[src/rtl/period_timer_pkg.sv]
// Shared types and defaults for the programmable period timer.
package period_timer_pkg;

    localparam int unsigned N_DEFAULT = 8;

    typedef enum logic [1:0] {
        ST_IDLE = 2'd0,
        ST_RUN  = 2'd1,
        ST_DONE = 2'd2
    } state_e;

endpackage : period_timer_pkg

[src/rtl/period_timer_if.sv]
// Control/status bundle between a requester (master) and the period timer (slave).
interface period_timer_if
    import period_timer_pkg::*;
#(
    parameter int unsigned N = N_DEFAULT
);
    logic         start;
    logic [N-1:0] limit;
    logic         auto_reload;
    logic         ce;
    logic         stop;
    logic [N-1:0] count;
    logic         tick;
    logic         busy;
    logic         done;

    modport master (
        output start, limit, auto_reload, ce, stop,
        input  count, tick, busy, done
    );

    modport slave (
        input  start, limit, auto_reload, ce, stop,
        output count, tick, busy, done
    );
endinterface : period_timer_if

[src/rtl/period_timer_uge_n.sv]
// N-bit unsigned greater-or-equal compare: carry-out of i0 + ~i1 + 1.
module uge_n #(
    parameter int unsigned N = 8
) (
    input  logic [N-1:0] i0_i,
    input  logic [N-1:0] i1_i,
    output logic         ge_o
);
    logic [N:0] diff_s;

    // No borrow out of the subtract means i0 >= i1.
    assign diff_s = {1'b0, i0_i} + {1'b0, ~i1_i} + {{N{1'b0}}, 1'b1};
    assign ge_o   = diff_s[N];
endmodule : uge_n

[src/rtl/period_timer.sv]
// Programmable period timer: counts CE cycles up to a latched limit, then ticks
// and either reloads (auto) or parks in DONE (one-shot).
module period_timer
    import period_timer_pkg::*;
#(
    parameter int unsigned N = N_DEFAULT
) (
    input  logic          clk_i,
    input  logic          rst_i,
    period_timer_if.slave bus
);
    state_e       state_q, state_d;
    logic [N-1:0] count_q, count_d;
    logic [N-1:0] limit_q, limit_d;
    logic         auto_q, auto_d;
    logic         tick_q, tick_d;
    logic         term_s;
    logic [N-1:0] count_inc_s;
    logic         busy_s;
    logic         done_s;

    // Count never passes limit_q, so this increment cannot wrap in practice.
    assign count_inc_s = count_q + {{(N-1){1'b0}}, 1'b1};

    uge_n #(.N(N)) u_uge (
        .i0_i (count_q),
        .i1_i (limit_q),
        .ge_o (term_s)
    );

    // State register.
    always_ff @(posedge clk_i) begin
        if (rst_i) begin
            state_q <= ST_IDLE;
        end else begin
            state_q <= state_d;
        end
    end

    // Next-state decision; STOP outranks START, which outranks CE.
    always_comb begin
        state_d = state_q;
        case (state_q)
            ST_IDLE: begin
                if (!bus.stop && bus.start) begin
                    state_d = ST_RUN;
                end else begin
                    state_d = ST_IDLE;
                end
            end
            ST_RUN: begin
                if (bus.stop) begin
                    state_d = ST_IDLE;
                end else if (bus.ce && term_s && !auto_q) begin
                    state_d = ST_DONE;
                end else begin
                    state_d = ST_RUN;
                end
            end
            ST_DONE: begin
                if (bus.stop) begin
                    state_d = ST_IDLE;
                end else if (bus.start) begin
                    state_d = ST_RUN;
                end else begin
                    state_d = ST_DONE;
                end
            end
            default: begin
                state_d = ST_IDLE;
            end
        endcase
    end

    // Counter, tick and latched configuration next values.
    always_comb begin
        count_d = count_q;
        limit_d = limit_q;
        auto_d  = auto_q;
        tick_d  = 1'b0;
        case (state_q)
            ST_IDLE, ST_DONE: begin
                if (bus.stop) begin
                    count_d = {N{1'b0}};
                end else if (bus.start) begin
                    limit_d = bus.limit;
                    auto_d  = bus.auto_reload;
                    count_d = {N{1'b0}};
                end else begin
                    count_d = count_q;
                end
            end
            ST_RUN: begin
                if (bus.stop) begin
                    count_d = {N{1'b0}};
                end else if (bus.ce) begin
                    if (term_s) begin
                        tick_d  = 1'b1;
                        count_d = auto_q ? {N{1'b0}} : count_q;
                    end else begin
                        count_d = count_inc_s;
                    end
                end else begin
                    count_d = count_q;
                end
            end
            default: begin
                count_d = {N{1'b0}};
            end
        endcase
    end

    // Datapath registers.
    always_ff @(posedge clk_i) begin
        if (rst_i) begin
            count_q <= {N{1'b0}};
            limit_q <= {N{1'b0}};
            auto_q  <= 1'b0;
            tick_q  <= 1'b0;
        end else begin
            count_q <= count_d;
            limit_q <= limit_d;
            auto_q  <= auto_d;
            tick_q  <= tick_d;
        end
    end

    // Status decodes straight from the state register.
    always_comb begin
        busy_s = (state_q == ST_RUN);
        done_s = (state_q == ST_DONE);
    end

    assign bus.count = count_q;
    assign bus.tick  = tick_q;
    assign bus.busy  = busy_s;
    assign bus.done  = done_s;
endmodule : period_timer

[src/flat_wrapper.sv]
// flat-port wrapper written by rule: the top's interface ports become plain ports
module period_timer_flat import period_timer_pkg::*;
#(
    parameter int unsigned N = N_DEFAULT
)
  (clk_i, rst_i, bus_start, bus_limit, bus_auto_reload, bus_ce, bus_stop, bus_count, bus_tick, bus_busy, bus_done);
  period_timer_if #(.N(N)) bus_i ();
  input  logic clk_i;
  input  logic rst_i;
  input wire logic [$bits(bus_i.start)-1:0] bus_start;
  input wire logic [$bits(bus_i.limit)-1:0] bus_limit;
  input wire logic [$bits(bus_i.auto_reload)-1:0] bus_auto_reload;
  input wire logic [$bits(bus_i.ce)-1:0] bus_ce;
  input wire logic [$bits(bus_i.stop)-1:0] bus_stop;
  output wire logic [$bits(bus_i.count)-1:0] bus_count;
  output wire logic [$bits(bus_i.tick)-1:0] bus_tick;
  output wire logic [$bits(bus_i.busy)-1:0] bus_busy;
  output wire logic [$bits(bus_i.done)-1:0] bus_done;
  assign bus_i.start = bus_start;
  assign bus_i.limit = bus_limit;
  assign bus_i.auto_reload = bus_auto_reload;
  assign bus_i.ce = bus_ce;
  assign bus_i.stop = bus_stop;
  assign bus_count = bus_i.count;
  assign bus_tick = bus_i.tick;
  assign bus_busy = bus_i.busy;
  assign bus_done = bus_i.done;
  period_timer #(.N(N)) u_core (.clk_i(clk_i), .rst_i(rst_i), .bus(bus_i));
endmodule
[config.mk]
export PLATFORM = sky130hd
export DESIGN_NAME = period_timer_flat
export DESIGN_NICKNAME = d
export VERILOG_FILES = /design/src/rtl/period_timer_pkg.sv /design/src/rtl/period_timer_if.sv /design/src/rtl/period_timer_uge_n.sv /design/src/rtl/period_timer.sv /design/src/flat_wrapper.sv
export SDC_FILE = /design/constraint.sdc
export NUM_CORES = 1
export LEC_CHECK = 0
export CAP_MARGIN = 20
export CORE_MARGIN = 1
export CORE_UTILIZATION = 40
export DETAILED_ROUTE_END_ITERATION = 7
export PLACE_DENSITY_LB_ADDON = 0.1
export REMOVE_ABC_BUFFERS = 1
export SLEW_MARGIN = 15
export SYNTH_ARGS = -nofsm -noshare
export SYNTH_HDL_FRONTEND = slang
export SYNTH_SLANG_ARGS = --single-unit
[constraint.sdc]
create_clock -name clk_i -period 4.4 [get_ports clk_i]
set_input_delay 0.66 -clock clk_i [delete_from_list [all_inputs] [get_ports clk_i]]
set_output_delay 0.66 -clock clk_i [all_outputs]
set_load 0.01 [all_outputs]
==> results.yml, run 1 <==
outcome:
  outcome: "completed"
worst_setup_path:
  crit_end: "bus_busy"
  reg2reg_from: "u_core.bus.count[2]"
  cp_top_family: "buffers and inverters"
  crit_type: "reg -> out"
  cp_num_buf_inv: 2
  crit_fanout: 4
  regToRegEndpoint: "u_core.bus.count[1]"
  crit_path_start_kind: "register"
  max_stage_delay_ns: 0.53
  end_kind: "primary output"
  arrival_ns: 1.45
  cp_data_required_time_ns: 3.74
  reg2reg_depth: 6
  rrSetupSlack_ns: 2.30
  crit_slowest_cell: "clkdlybuf4s50_1"
  worstPathCellList: "nand2b_1 -> inv_1 -> clkdlybuf4s50_1"
  crit_start: "u_core.state_q[1]"
  worst-path-stages: 3
global_routing:
  grt_first_pass_wirelength_mm: 3.90
  antenna_found_initial: 0
  grt_max_degree: 14
  gr-total-overflow: 0
  first_global_vias: 905
  grtUsageTotal_pct: 15.8
yosys:
  synth_cell_type_count: 33
  yosysTopAreaCellShare_pct: 35.1
  synth_edf_count: 0
  ys_async_sr_fraction_pct: 0
  ys_seq_area_share_pct: 35.1
  syn_avg_cell_area_um2: 8.70
  yosysTopAreaCell: "dfxtp_1"
  ys_seq_elements: 20
  syn_area_mm2: 0.00114
  yosys_warnings: 0
  synth_top_cells_by_area: "dfxtp_1 35%, mux2i_1 9.7%, ha_1 8.8%, nor2_1 5.9%, inv_1 4.6%"
  synth_flop_cell: "dfxtp_1"
  yosysMostFrequentCell: "dfxtp_1"
  yosys-top-cells-count: "20 x dfxtp_1, 18 x nor2_1, 14 x inv_1, 11 x mux2i_1, 8 x ha_1"
  synth_cells: 131
timing:
  period_minus_slack_ns: 2.11
  setup_violations: 0
  maxSlewHeadroom_pct: 60.9
  rsz0062_at_grt: "false"
  hold_violations: 0
  tns_ns: 0
  final_max_slew_viol_count: 0
  finalClockSkew_ns: 0.0105
  period_share_pct: 47.9
  setup_slack_ns: 2.29
  tightest_slew_ns: 0.585
  fmax_mhz: 474
layout:
  num_antenna_cells: 0
  nets: 179
  syn_to_final_growth_pct: 23.9
  final_util_pct: 54.5
  drive_gt1_share_pct: 5.81
  fin_area_mm2: 0.00141
placed_design:
  dp_slack_ns: 2.11
  dp.final_hpwl_mm: 1.74
  place_area_mm2: 0.00139
  port_buffers: 24
  place_congestion: 0.829
clock_tree:
  htree_levels: 1
  cts_sinks: 20
  cts_resized: 0
  postCtsSetupRepairBufs: 0
  clk_latency_ns: 0.30
  cts_buffers: 3
  cts_tree: "yes"
  clk_path_buf_depth: 2
  ctsHoldBuffers: 0
  clkSlewWorstSetupHoldPaths_ns: 0.10
  cts_root_buffer: "clkbuf_4"
detailed_routing:
  num_vias: 1010
  routed_wl_mm: 2.27
  first_iter_violations: 11
  drc: 0
  via_per_inst: 5.46
  ant_nets: 0
  drt-pass1-iter-count: 4
  wl_per_cell_um: 12.3
power_and_ir_drop:
  power_leakage_nw: 0.539
  ir_worst_vdd_mv: 0.168
  power_density_mw_per_mm2: 233
floorplan:
  die_w_um: 55.4
  io_pins: 25
  die_h_um: 55.4
  rows: 18
  start_util_pct: 44.0
  coreArea_mm2: 0.00259
  die_area_mm2: 0.00307
min_path:
  hold_path_class: "reg -> reg"
job:
  max_cap_viol_count: 0
-- through the flow --
step                total power [mW]  hold slack, ns  instances
finish                         0.329           0.501        185
global placement               0.247           0.479        182
detailed placement             0.248           0.481        182
floorplan                      0.225           0.452        128
CTS                            0.335           0.507        185
global route                   0.348           0.528        185
-- final cells by class --
type | count | area (µm²)
Inverter | 14 | 52.6
Sequential cell | 20 | 400
Multi-Input combinational cell | 94 | 659
Timing Repair Buffer | 24 | 240
Clock buffer | 3 | 22.5
Tap cell | 30 | 37.5
Fill cell | 260 | 1180
-- worst min path at each step --
stage / slack (ns) / from / endpoint / cells past startpoint
floorplan: 0.45 / u_core.limit_q[0] / u_core.limit_q[0] / 2
global placement: 0.48 / u_core.limit_q[5] / u_core.limit_q[5] / 2
detailed placement: 0.48 / u_core.limit_q[6] / u_core.limit_q[6] / 2
CTS: 0.51 / u_core.limit_q[6] / u_core.limit_q[6] / 2
global route: 0.53 / u_core.limit_q[6] / u_core.limit_q[6] / 2
finish: 0.50 / u_core.limit_q[6] / u_core.limit_q[6] / 2
-- cells in the final DEF (no fill, tap or decap), drive strengths merged --
| cell | n |
|---|---|
| clkdlybuf4s50 | 24 |
| dfxtp | 20 |
| nor2 | 19 |
| inv | 14 |
| mux2i | 11 |
| o21ai | 10 |
| ha | 8 |
| nand3 | 6 |
| and3 | 6 |
| o211ai | 6 |
| nand2 | 5 |
| nand2b | 3 |
| nor2b | 3 |
| clkbuf | 3 |
| a211oi | 3 |
| a31oi | 2 |
| nor3b | 2 |
| nor3 | 2 |
| nand4 | 1 |
| o31a | 1 |
| nor4 | 1 |
| or2b | 1 |
| or3 | 1 |
| o22ai | 1 |
| o21a | 1 |
| a21boi | 1 |
-- sequential cells by signal, indices dropped and copies added, names as in the netlist --
signal / flops
u_core.bus.count: 8
u_core.auto_q: 1
u_core.bus.tick: 1
u_core.state_q: 2
u_core.limit_q: 8
-- worst reg2reg max path, stage by stage, from the launching register on --
cell	delay (ns)
dfxtp_1	0.44
ha_1	0.29
a211oi_2	0.24
o21ai_2	0.10
a211oi_4	0.56
o22ai_1	0.21
mux2i_1	0.15
-- report_power, final --
group | switching (mW) | total [mW] | leakage (nW) | internal (mW)
Clock | 0.0536 | 0.0855 | 0.0138 | 0.0319
Combinational | 0.0283 | 0.0553 | 0.363 | 0.0270
Sequential | 0.00290 | 0.189 | 0.162 | 0.186
-- cells by family after synthesis --
group	synth area share, %
AOI/OAI and AO/OA	16.7
and+or+nand+nor	22.7
adders and majority gates	8.78
DFF	35.1
muxes	9.66
buffers and inverters	7.03
-- routing by layer --
layer	vias up	wire (µm)	GRT usage, %
met5	-	0	0
met4	0	71	9.29
met3	11	104	3.51
met2	32	1010	24.1
met1	459	1080	20.5
li1	508	-	-
Note: power is estimated with default switching activity, not from simulation.
==> run 2, diff against run 1 <==
- clock period: 4.4 -> 2.15 ns (I/O delays scaled with it)
==> run 2 against run 1 <==
Power rose by 110%. Critical path type is now reg -> reg. Via count increased by 0.99%. Critical path depth rose by 4. Non-clock buffer count up 4. Clock power increased by 110%.
==> results.yml, run 2 (synthesized netlist as in run 1, its figures left out) <==
clock_tree:
  cts_root_buffer: "clkbuf_4"
  ctsHoldBuffers: 0
  clkSlewWorstSetupHoldPaths_ns: 0.12
  postCtsSetupRepairBufs: 0
  cts_resized: 0
  htree_levels: 1
  clk_latency_ns: 0.30
  cts_buffers: 3
  clk_path_buf_depth: 2
  cts_tree: "yes"
  cts_sinks: 20
global_routing:
  grt_max_degree: 11
  grt_first_pass_wirelength_mm: 4.22
  grtUsageTotal_pct: 17.0
  antenna_found_initial: 0
  first_global_vias: 954
  gr-total-overflow: 0
detailed_routing:
  routed_wl_mm: 2.51
  wl_per_cell_um: 13.3
  drt-pass1-iter-count: 4
  via_per_inst: 5.40
  first_iter_violations: 18
  drc: 0
  ant_nets: 0
  num_vias: 1020
floorplan:
  die_h_um: 55.4
  start_util_pct: 44.0
  io_pins: 25
  coreArea_mm2: 0.00259
  rows: 18
  die_w_um: 55.4
  die_area_mm2: 0.00307
timing:
  final_max_slew_viol_count: 0
  hold_violations: 0
  finalClockSkew_ns: 0.00677
  fmax_mhz: 521
  setup_violations: 0
  tightest_slew_ns: 0.546
  hold_ws_ns: 0.508
  rsz0062_at_grt: "false"
  maxSlewHeadroom_pct: 63.4
  period_share_pct: 89.3
  setup_slack_ns: 0.231
  tns_ns: 0
  period_minus_slack_ns: 1.92
worst_setup_path:
  rrSetupSlack_ns: 0.23
  regToRegEndpoint: "u_core.bus.count[1]"
  crit_path_start_kind: "register"
  crit_type: "reg -> reg"
  end_kind: "register"
  cp_data_required_time_ns: 2.39
  arrival_ns: 2.16
  crit_end: "u_core.bus.count[1]"
  crit_fanout: 8
  reg2reg_from: "u_core.bus.count[2]"
  reg2reg_depth: 7
  crit_start: "u_core.bus.count[2]"
placed_design:
  port_buffers: 24
  dp_slack_ns: 0.247
  place_congestion: 0.899
  dp.final_hpwl_mm: 1.98
layout:
  final_cell_mix: "24 x clkdlybuf4s50_1, 20 x dfxtp_1, 18 x nor2_1, 14 x inv_1, 11 x mux2i_1"
  nets: 183
  drive_gt1_share_pct: 8.18
  layout.cells.most_common: "clkdlybuf4s50_1"
  num_antenna_cells: 0
  syn_to_final_growth_pct: 26.6
power_and_ir_drop:
  ir_worst_vdd_mv: 0.417
  power_density_mw_per_mm2: 477
  power_leakage_nw: 0.559
  fin_total_pwr_uw: 688
job:
  max_cap_viol_count: 0
outcome:
  outcome: "completed"
min_path:
  hold_path_class: "reg -> reg"
==> run 2: cell count changes in the layout (fill, tap and decap cells not counted), sizes merged <==
cell and delta:
buf +4
==> run 2: per-stage QoR <==
step           util (%)  cells  area, µm²
2_1_floorplan         -    128       1110
3_3_place_gp       54.8    186       1420
3_5_place_dp       54.8    186       1420
4_1_cts            55.7    189       1440
5_1_grt            55.7    189       1440
6_report           55.7    189       1440
==> run 2: area by class of cell <==
class	count	area, µm²
Inverter	14	52.6
Fill cell	244	1150
Clock buffer	3	22.5
Multi-Input combinational cell	94	659
Tap cell	30	37.5
Timing Repair Buffer	28	270
Sequential cell	20	400
==> run 2: report_power, final <==
group          total, mW  internal [mW]  leakage, nW  switching [mW]
registers          0.386          0.380        0.162         0.00615
logic              0.122         0.0621        0.383          0.0597
clock network      0.180         0.0653       0.0138           0.115
==> run 2: worst min path at each step <==
stage / from / to / slack [ns] / cells after the start
2_1_floorplan: rst_i / u_core.auto_q / 0.39 / 1
3_3_place_gp: u_core.limit_q[4] / u_core.limit_q[4] / 0.48 / 2
3_5_place_dp: u_core.limit_q[6] / u_core.limit_q[6] / 0.49 / 2
4_1_cts: u_core.limit_q[6] / u_core.limit_q[6] / 0.51 / 2
5_1_grt: u_core.limit_q[1] / u_core.limit_q[1] / 0.54 / 2
6_report: u_core.limit_q[6] / u_core.limit_q[6] / 0.51 / 2
==> run 2: metal layers <==
| layer | vias to the layer above | wire length (µm) | track usage, % |
|---|---|---|---|
| li1 | 516 | - | - |
| met1 | 465 | 1100 | 21.1 |
| met2 | 35 | 1260 | 27.9 |
| met3 | 4 | 126 | 6.09 |
| met4 | 0 | 31 | 4.64 |
| met5 | - | 0 | 0 |
==> run 2: critical path, cell delays in order, from the launching register on <==
cell      delay, ns
dfxtp_1        0.42
ha_1           0.28
a211oi_2       0.25
o21ai_2        0.10
a211oi_4       0.36
buf_4          0.22
nand3_1        0.08
mux2i_1        0.14
==> run 3, diff against run 2 <==
- CTS_CLUSTER_DIAMETER: not set -> 120
==> results of run 3 <==
Same layout as run 2: the final DEF is identical, and so are final timing and power.
